### src/rtl/fetch_unit.sv
`timescale 1ns/1ps
// -----------------------------------------------------------------------------
// fetch_unit
//
// Instruction-fetch stage. Samples the program counter while idle, issues a
// request/acknowledge read to instruction memory, then holds the fetched word
// for decode under a valid/ready handshake. A one-cycle IDLE bubble between
// fetches gives the writeback stage time to update pc.
//
// Ports:
//   clk, rstd            clock, asynchronous active-low reset
//   pc                   current program counter (sampled only in IDLE)
//   flush                redirect; abandons any fetch in progress
//   imem_req/imem_addr   registered read request and word-aligned address
//   imem_ack/imem_rdata  memory response (ignored unless a request is open)
//   ins/ins_pc/ins_valid registered fetched word, its address, and valid
//   ins_ready            decode accepts the instruction
//   pc_plus4             ins_pc + 4 (combinational, wraps modulo 2^32)
//   busy                 state is not IDLE (combinational)
//   fetch_count          accepted handshakes (FETCH_STATS_EN only, else 0)
//   stall_count          REQ cycles without ack (FETCH_STATS_EN only, else 0)
//
// Build option: define FETCH_STATS_EN to generate the saturating performance
// counters; otherwise both counter ports are tied to zero.
// -----------------------------------------------------------------------------
module fetch_unit #(
  parameter logic [31:0] RESET_ADDR = 32'h0000_0000
) (
  input  logic        clk,
  input  logic        rstd,
  input  logic [31:0] pc,
  input  logic        flush,
  output logic        imem_req,
  output logic [31:0] imem_addr,
  input  logic        imem_ack,
  input  logic [31:0] imem_rdata,
  output logic [31:0] ins,
  output logic [31:0] ins_pc,
  output logic        ins_valid,
  input  logic        ins_ready,
  output logic [31:0] pc_plus4,
  output logic        busy,
  output logic [31:0] fetch_count,
  output logic [31:0] stall_count
);

  typedef enum logic [1:0] {
    IDLE = 2'd0,
    REQ  = 2'd1,
    HOLD = 2'd2
  } state_t;

  state_t      r_state;
  state_t      w_next_state;
  logic        r_imem_req;
  logic [31:0] r_imem_addr;
  logic [31:0] r_ins;
  logic [31:0] r_ins_pc;
  logic        r_ins_valid;
  logic        w_handshake;

  assign w_handshake = r_ins_valid && ins_ready;

  // State register.
  always_ff @(posedge clk or negedge rstd) begin
    // NOTE: state is updated with non-blocking assignments so every register
    // samples the pre-edge values of the others, regardless of block order.
    if (!rstd) r_state <= IDLE;
    else       r_state <= w_next_state;
  end

  // Next-state logic; flush overrides every other event.
  always_comb begin
    // NOTE: the default assignment up front keeps this block from inferring a
    // latch on paths that do not change state.
    w_next_state = r_state;
    if (flush) begin
      w_next_state = IDLE;
    end else begin
      unique case (r_state)
        IDLE:    w_next_state = REQ;
        REQ:     if (imem_ack)    w_next_state = HOLD;
        HOLD:    if (w_handshake) w_next_state = IDLE;
        default: w_next_state = IDLE;
      endcase
    end
  end

  // Registered outputs. A flush leaves ins/ins_pc untouched but invalid, and
  // an ack arriving with the flush is simply not captured.
  always_ff @(posedge clk or negedge rstd) begin
    if (!rstd) begin
      r_imem_req  <= 1'b0;
      r_imem_addr <= RESET_ADDR;
      r_ins       <= 32'h0;
      r_ins_pc    <= RESET_ADDR;
      r_ins_valid <= 1'b0;
    end else if (flush) begin
      r_imem_req  <= 1'b0;
      r_ins_valid <= 1'b0;
    end else begin
      unique case (r_state)
        IDLE: begin
          // Misaligned low bits are dropped silently.
          r_imem_addr <= {pc[31:2], 2'b00};
          r_imem_req  <= 1'b1;
        end
        REQ: begin
          if (imem_ack) begin
            r_ins       <= imem_rdata;
            r_ins_pc    <= r_imem_addr;
            r_ins_valid <= 1'b1;
            r_imem_req  <= 1'b0;
          end
        end
        HOLD: begin
          if (w_handshake) r_ins_valid <= 1'b0;
        end
        default: ;
      endcase
    end
  end

  // Combinational outputs from registered state.
  always_comb begin
    busy     = (r_state != IDLE);
    pc_plus4 = r_ins_pc + 32'd4;
  end

  assign imem_req  = r_imem_req;
  assign imem_addr = r_imem_addr;
  assign ins       = r_ins;
  assign ins_pc    = r_ins_pc;
  assign ins_valid = r_ins_valid;

`ifdef FETCH_STATS_EN
  logic [31:0] r_fetch_count;
  logic [31:0] r_stall_count;

  // Saturating counters; flush deliberately does not clear them.
  always_ff @(posedge clk or negedge rstd) begin
    if (!rstd) begin
      r_fetch_count <= 32'h0;
      r_stall_count <= 32'h0;
    end else begin
      if (w_handshake && (r_fetch_count != 32'hFFFF_FFFF))
        r_fetch_count <= r_fetch_count + 32'd1;
      if ((r_state == REQ) && !imem_ack && (r_stall_count != 32'hFFFF_FFFF))
        r_stall_count <= r_stall_count + 32'd1;
    end
  end

  assign fetch_count = r_fetch_count;
  assign stall_count = r_stall_count;
`else
  assign fetch_count = 32'h0;
  assign stall_count = 32'h0;
`endif

endmodule

### config.mk
export PLATFORM = sky130hd
export DESIGN_NAME = fetch_unit
export DESIGN_NICKNAME = d
export VERILOG_FILES = /design/src/rtl/fetch_unit.sv
export SDC_FILE = /design/constraint.sdc
export NUM_CORES = 1
export LEC_CHECK = 0
export ABC_AREA = 1
export CAP_MARGIN = 20
export CELL_PAD_IN_SITES_DETAIL_PLACEMENT = 0
export CELL_PAD_IN_SITES_GLOBAL_PLACEMENT = 1
export CORE_MARGIN = 2
export CORE_UTILIZATION = 28
export CTS_BUF_LIST = sky130_fd_sc_hd__clkbuf_16
export DETAILED_ROUTE_END_ITERATION = 7
export GPL_TIMING_DRIVEN = 0
export PLACE_DENSITY = 0.87
export SLEW_MARGIN = 20
export SYNTH_ARGS = -nofsm -noshare
export SYNTH_HDL_FRONTEND = slang
export SYNTH_SLANG_ARGS = --single-unit
### constraint.sdc
create_clock -name clk -period 2 [get_ports clk]
set_clock_uncertainty 0.15 [all_clocks]
set_input_delay 0.3 -clock clk [delete_from_list [all_inputs] [get_ports clk]]
set_output_delay 0.3 -clock clk [all_outputs]
set_load 0.005 [all_outputs]
# Word-level counts from Yosys, hierarchy flattened
# Cells that the tools add are included.
[word_totals] ff_bits=96 out_inout_bits=195 word_cells=33
[op_classes] addsub=1 n_eq_ne=4 n_mux=11 bitwise=1 reduce_logical=10
[ops] operator="$add A32 B3 Y32 const B" n=1
[ops] operator="$mux W2" n=3
[ops] operator="$ne A3 B3 Y1 const B" n=2
[ops] operator="$pmux W2 S3" n=1
[ops] operator="$reduce_and A2 Y1" n=3
[ops] operator="$reduce_and A3 Y1" n=2
[ops] operator="$reduce_bool A3 Y1" n=2
[ops] operator="$mux W1" n=5
[ops] operator="$pmux W1 S2" n=2
[ops] operator="$eq A2 B1 Y1 const B" n=1
[ops] operator="$eq A2 B2 Y1 const B" n=1
[ops] operator="$logic_not A2 Y1" n=1
[ops] operator="$reduce_bool A2 Y1" n=1
[ops] operator="$logic_and A1 B1 Y1" n=1
[ops] operator="$not A1 Y1" n=1

# Depth between registers and ports, before layout
[depth] ltp_word=4 depth_mapped=8 depth_no_buf=8

# Worst setup path after synthesis
# No wires, ideal clock.
[synth_timing] path_type="reg2out" from="reg r_ins_pc[3], in the netlist ins_pc[3]" to="out pc_plus4[18]" arrival_ns=1.218 required_time_ns=1.550 path_slack_ns=0.332 path_stages_with_launch=7 path_buffers=0 path_cell_list="dfrtp_1 > ha_1 > nand2_1 > nor2_2 > nand2_2 > nor2_4 > xor2_1"
[synth_between] elab_chain_cells=1
[synth_rtl] item="from (decl)" line_no="58" text="logic [31:0] r_ins_pc;"
[synth_rtl] item="from (signal assigned)" line_no="111" text="r_ins_pc <= r_imem_addr;"
[synth_rtl] item="$add A32 B3 Y32" line_no="127" text="pc_plus4 = r_ins_pc + 32'd4;"
[synth_rtl] item="to (decl)" line_no="41" text="output logic [31:0] pc_plus4,"
# Every way passes these cells.

# Worst setup path in the final report
[layout_timing] from="reg r_ins_pc[2], in the netlist ins_pc[2]" to="out pc_plus4[18]"
# The elaborated chain is that of the path after synthesis.

==> flow_summary.toml <==
[synth]
ys_ff_latch = 96
netlist_area_um2 = 5030
synthTopCellsByArea = "dfrtp_1, nand2_1, buf_4"
synthMuxAreaShare_pct = 0
syn_inst = 626
synth-warning-count = 0
synth_top_area_share_pct = 47.7
synth.largest_area_cell = "dfrtp_1"
synth-xor-area-share_pct = 2.61
synth_seq_area_share_pct = 47.7
synth_compound_area_share_pct = 9.15
synth_top_family_by_area = "simple AND/OR/NAND/NOR gates"
ys_types = 24
synth_fa_ha_area_share_pct = 0.249
synth_area_per_cell_um2 = 8.04
synthSimpleGateAreaFrac_pct = 21.6

[worst_setup_path]
crit_type = "reg2out"
crit_family = "flip-flops"
cp_num_buf_inv = 3
crit_fanout = 4
slowest_stage = "dfrtp_2"
worstSetupStartpointType = "flop"
slowest_delay_ns = 0.43
endpoint_kind = "output port"
required_ns = 1.55
cp.arrival_ns = 1.82
crit_chain = "ha_4, nand2_4, nor2_4, nand2_4, nor2_4, buf_6, buf_6, xor2_1, buf_2"

[layout]
area_delta_synth_final_pct = 62.3
fillerInstances = 1811
fin_util_pct = 45.9
multiInputGateArea_um2 = 2080
drive_gt1_share_pct = 23.0
nets = 1005
antennaDiodeCount = 0
final-seq-area_um2 = 2420

[cts]
clockBufferDepth = 2
cts_made_buffers = 9
path_clk_slew_ns = 0.07
clk_latency_ns = 0.34
cts_max_level = 3
cts.root.buffer_cell = "clkbuf_16"
tritoncts = "done"
cts.sinks = 96

[route]
dr.pass1.iters = 4
drt_iter0_markers = 122
viasPerCell = 4.05
routedWlPerCell_um = 13.1
vias = 4734
drt_wl_total_um = 15300
ant_nets = 0
drcViolationCount = 0

[status]
violations = "negative setup slack"
outcome = "finished, violations left"

[sta]
tns_ns = -4.45
period_share_pct = 113
slew_viol_final = 0
finalHoldViolations = 0
period_needed_ns = 2.27
rsz0062_at_grt = "true"
layout_setup_ws_ns = -0.267
fmax_mhz = 441
finalSetupViolCount = 25

[global_routing]
antenna_found_initial = 0
grt_use_total_pct = 15.9
grt_pass1_vias = 4672
grt_max_degree = 50
grt_pass1_wl_um = 24600
grt_overflow = 0

[floorplan]
num_io_pins = 264
fp.dieArea_um2 = 19100
fp.dieW_um = 138
initial_core_util_pct = 28.3
row_count = 49
die_y_um = 138
core_area_um2 = 17800

[placed_design]
place.gp.congestion = 0.769
numPortBuffers = 191
dp_slack_ns = -0.380
place_hpwl_um = 11700

[power_and_ir_drop]
max-vdd-ir-drop_mv = 0.432
p_leak_nw = 4.16
power_density_nw_per_um2 = 1100

[flow_run]
maxCapViolations = 0

[hold_path]
min_path_type = "in2async"
==> final timing paths <==
path | end | from | depth (start not counted) | slack (ns)
worst max-delay path | pc_plus4[18] | ins_pc[2] | 9 | -0.27
worst min-delay path | ins_pc[18] | rstd | 2 | 0.30
worst max register to register | ins_pc[19] | r_state[1] | 6 | 0.40
worst min register to register | imem_req | imem_req | 2 | 0.33
max in group asynchronous | ins_pc[31] | rstd | 3 | 0.79
min in group clk | imem_req | imem_req | 2 | 0.33
==> stage by stage <==
step	power [mW]	instance area [um2]	instances	hold slack [ns]
after floorplan	4.62	5290	695	-0.146
after global placement	7.29	7490	1115	0.311
after detailed placement	7.35	7520	1116	0.124
after CTS	9.00	8130	1169	0.325
after global routing	9.58	8170	1169	0.343
final	8.95	8170	1169	0.304
==> synthesized netlist by cell type <==
| master | n |
|---|---|
| a21oi_1 | 30 |
| and2_1 | 3 |
| buf_2 | 9 |
| buf_4 | 73 |
| buf_6 | 2 |
| clkbuf_1 | 5 |
| conb_1 | 1 |
| dfrtp_1 | 96 |
| ha_1 | 1 |
| inv_1 | 80 |
| nand2_1 | 154 |
| nand2_2 | 4 |
| nand2_4 | 1 |
| nand3_1 | 7 |
| nand3_4 | 1 |
| nand3b_1 | 8 |
| nand4_1 | 1 |
| nor2_1 | 61 |
| nor2_2 | 6 |
| nor2_4 | 6 |
| o21ai_0 | 22 |
| o21ai_1 | 40 |
| xnor2_1 | 4 |
| xor2_1 | 11 |
==> metal layers <==
layer  vias up  share of wire (%)  GRT usage, %
met3        10                6.1          3.74
met5         -                  0             0
met1      2203                 41          19.3
met2       130                 51          28.5
li1       2391                  -             -
met4         0                1.2          4.03
==> kinds of logic (layout without fill, tap and decap cells) <==
family,count (synthesis),count (layout)
buffers and inverters,169,414
AND/OR/NAND/NOR,252,252
AO/OA/AOI/OAI,92,92
XOR/XNOR,15,15
flip-flops,96,96
other,1,70
adder cells (fa/ha/maj),1,1
==> power by group <==
part,total [mW],switching (mW),internal (mW)
Clock,1.61,0.768,0.842
Sequential,3.41,0.755,2.66
Combinational,3.93,1.62,2.31
==> registers in the layout, indices dropped and copies added, names as in the netlist <==
register,count
ins,32
ins_pc,30
r_state,2
imem_req,1
ins_valid,1
imem_addr,30
==> layout make-up <==
class | instances | area share (%)
buffer | 89 | 7.77
clock buffer | 9 | 2.76
clock inverter | 7 | 0.582
inverter | 80 | 3.71
multi-input combinational | 430 | 25.5
sequential | 96 | 29.7
tap | 229 | 3.51
timing repair buffer | 229 | 26.6
==> repair_timing <==
| action | 4_1_cts | 5_1_grt |
|---|---|---|
| setup endpoints to repair | 29 | 28 |
| endpoints found under the hold margin | 47 | 0 |
| pin swaps | 23 | 17 |
| cloned | 0 | 0 |
| hold buffers | 1 | 0 |
| setup buffers | 36 | 4 |
| gates resized for setup | 159 | 22 |
==> cells in the final DEF (no fill, tap or decap), types with 15 or more instances in the layout <==
cell type and n:
dfrtp_2 15, buf_6 26, nand2_1 146, o21ai_0 22
dfrtp_1 81, o21ai_1 40, inv_1 79, a21oi_1 30
buf_2 34, nor2_1 56, clkdlybuf4s50_1 161, buf_4 86
conb_1 70
Power figures use the tool's default switching activity.
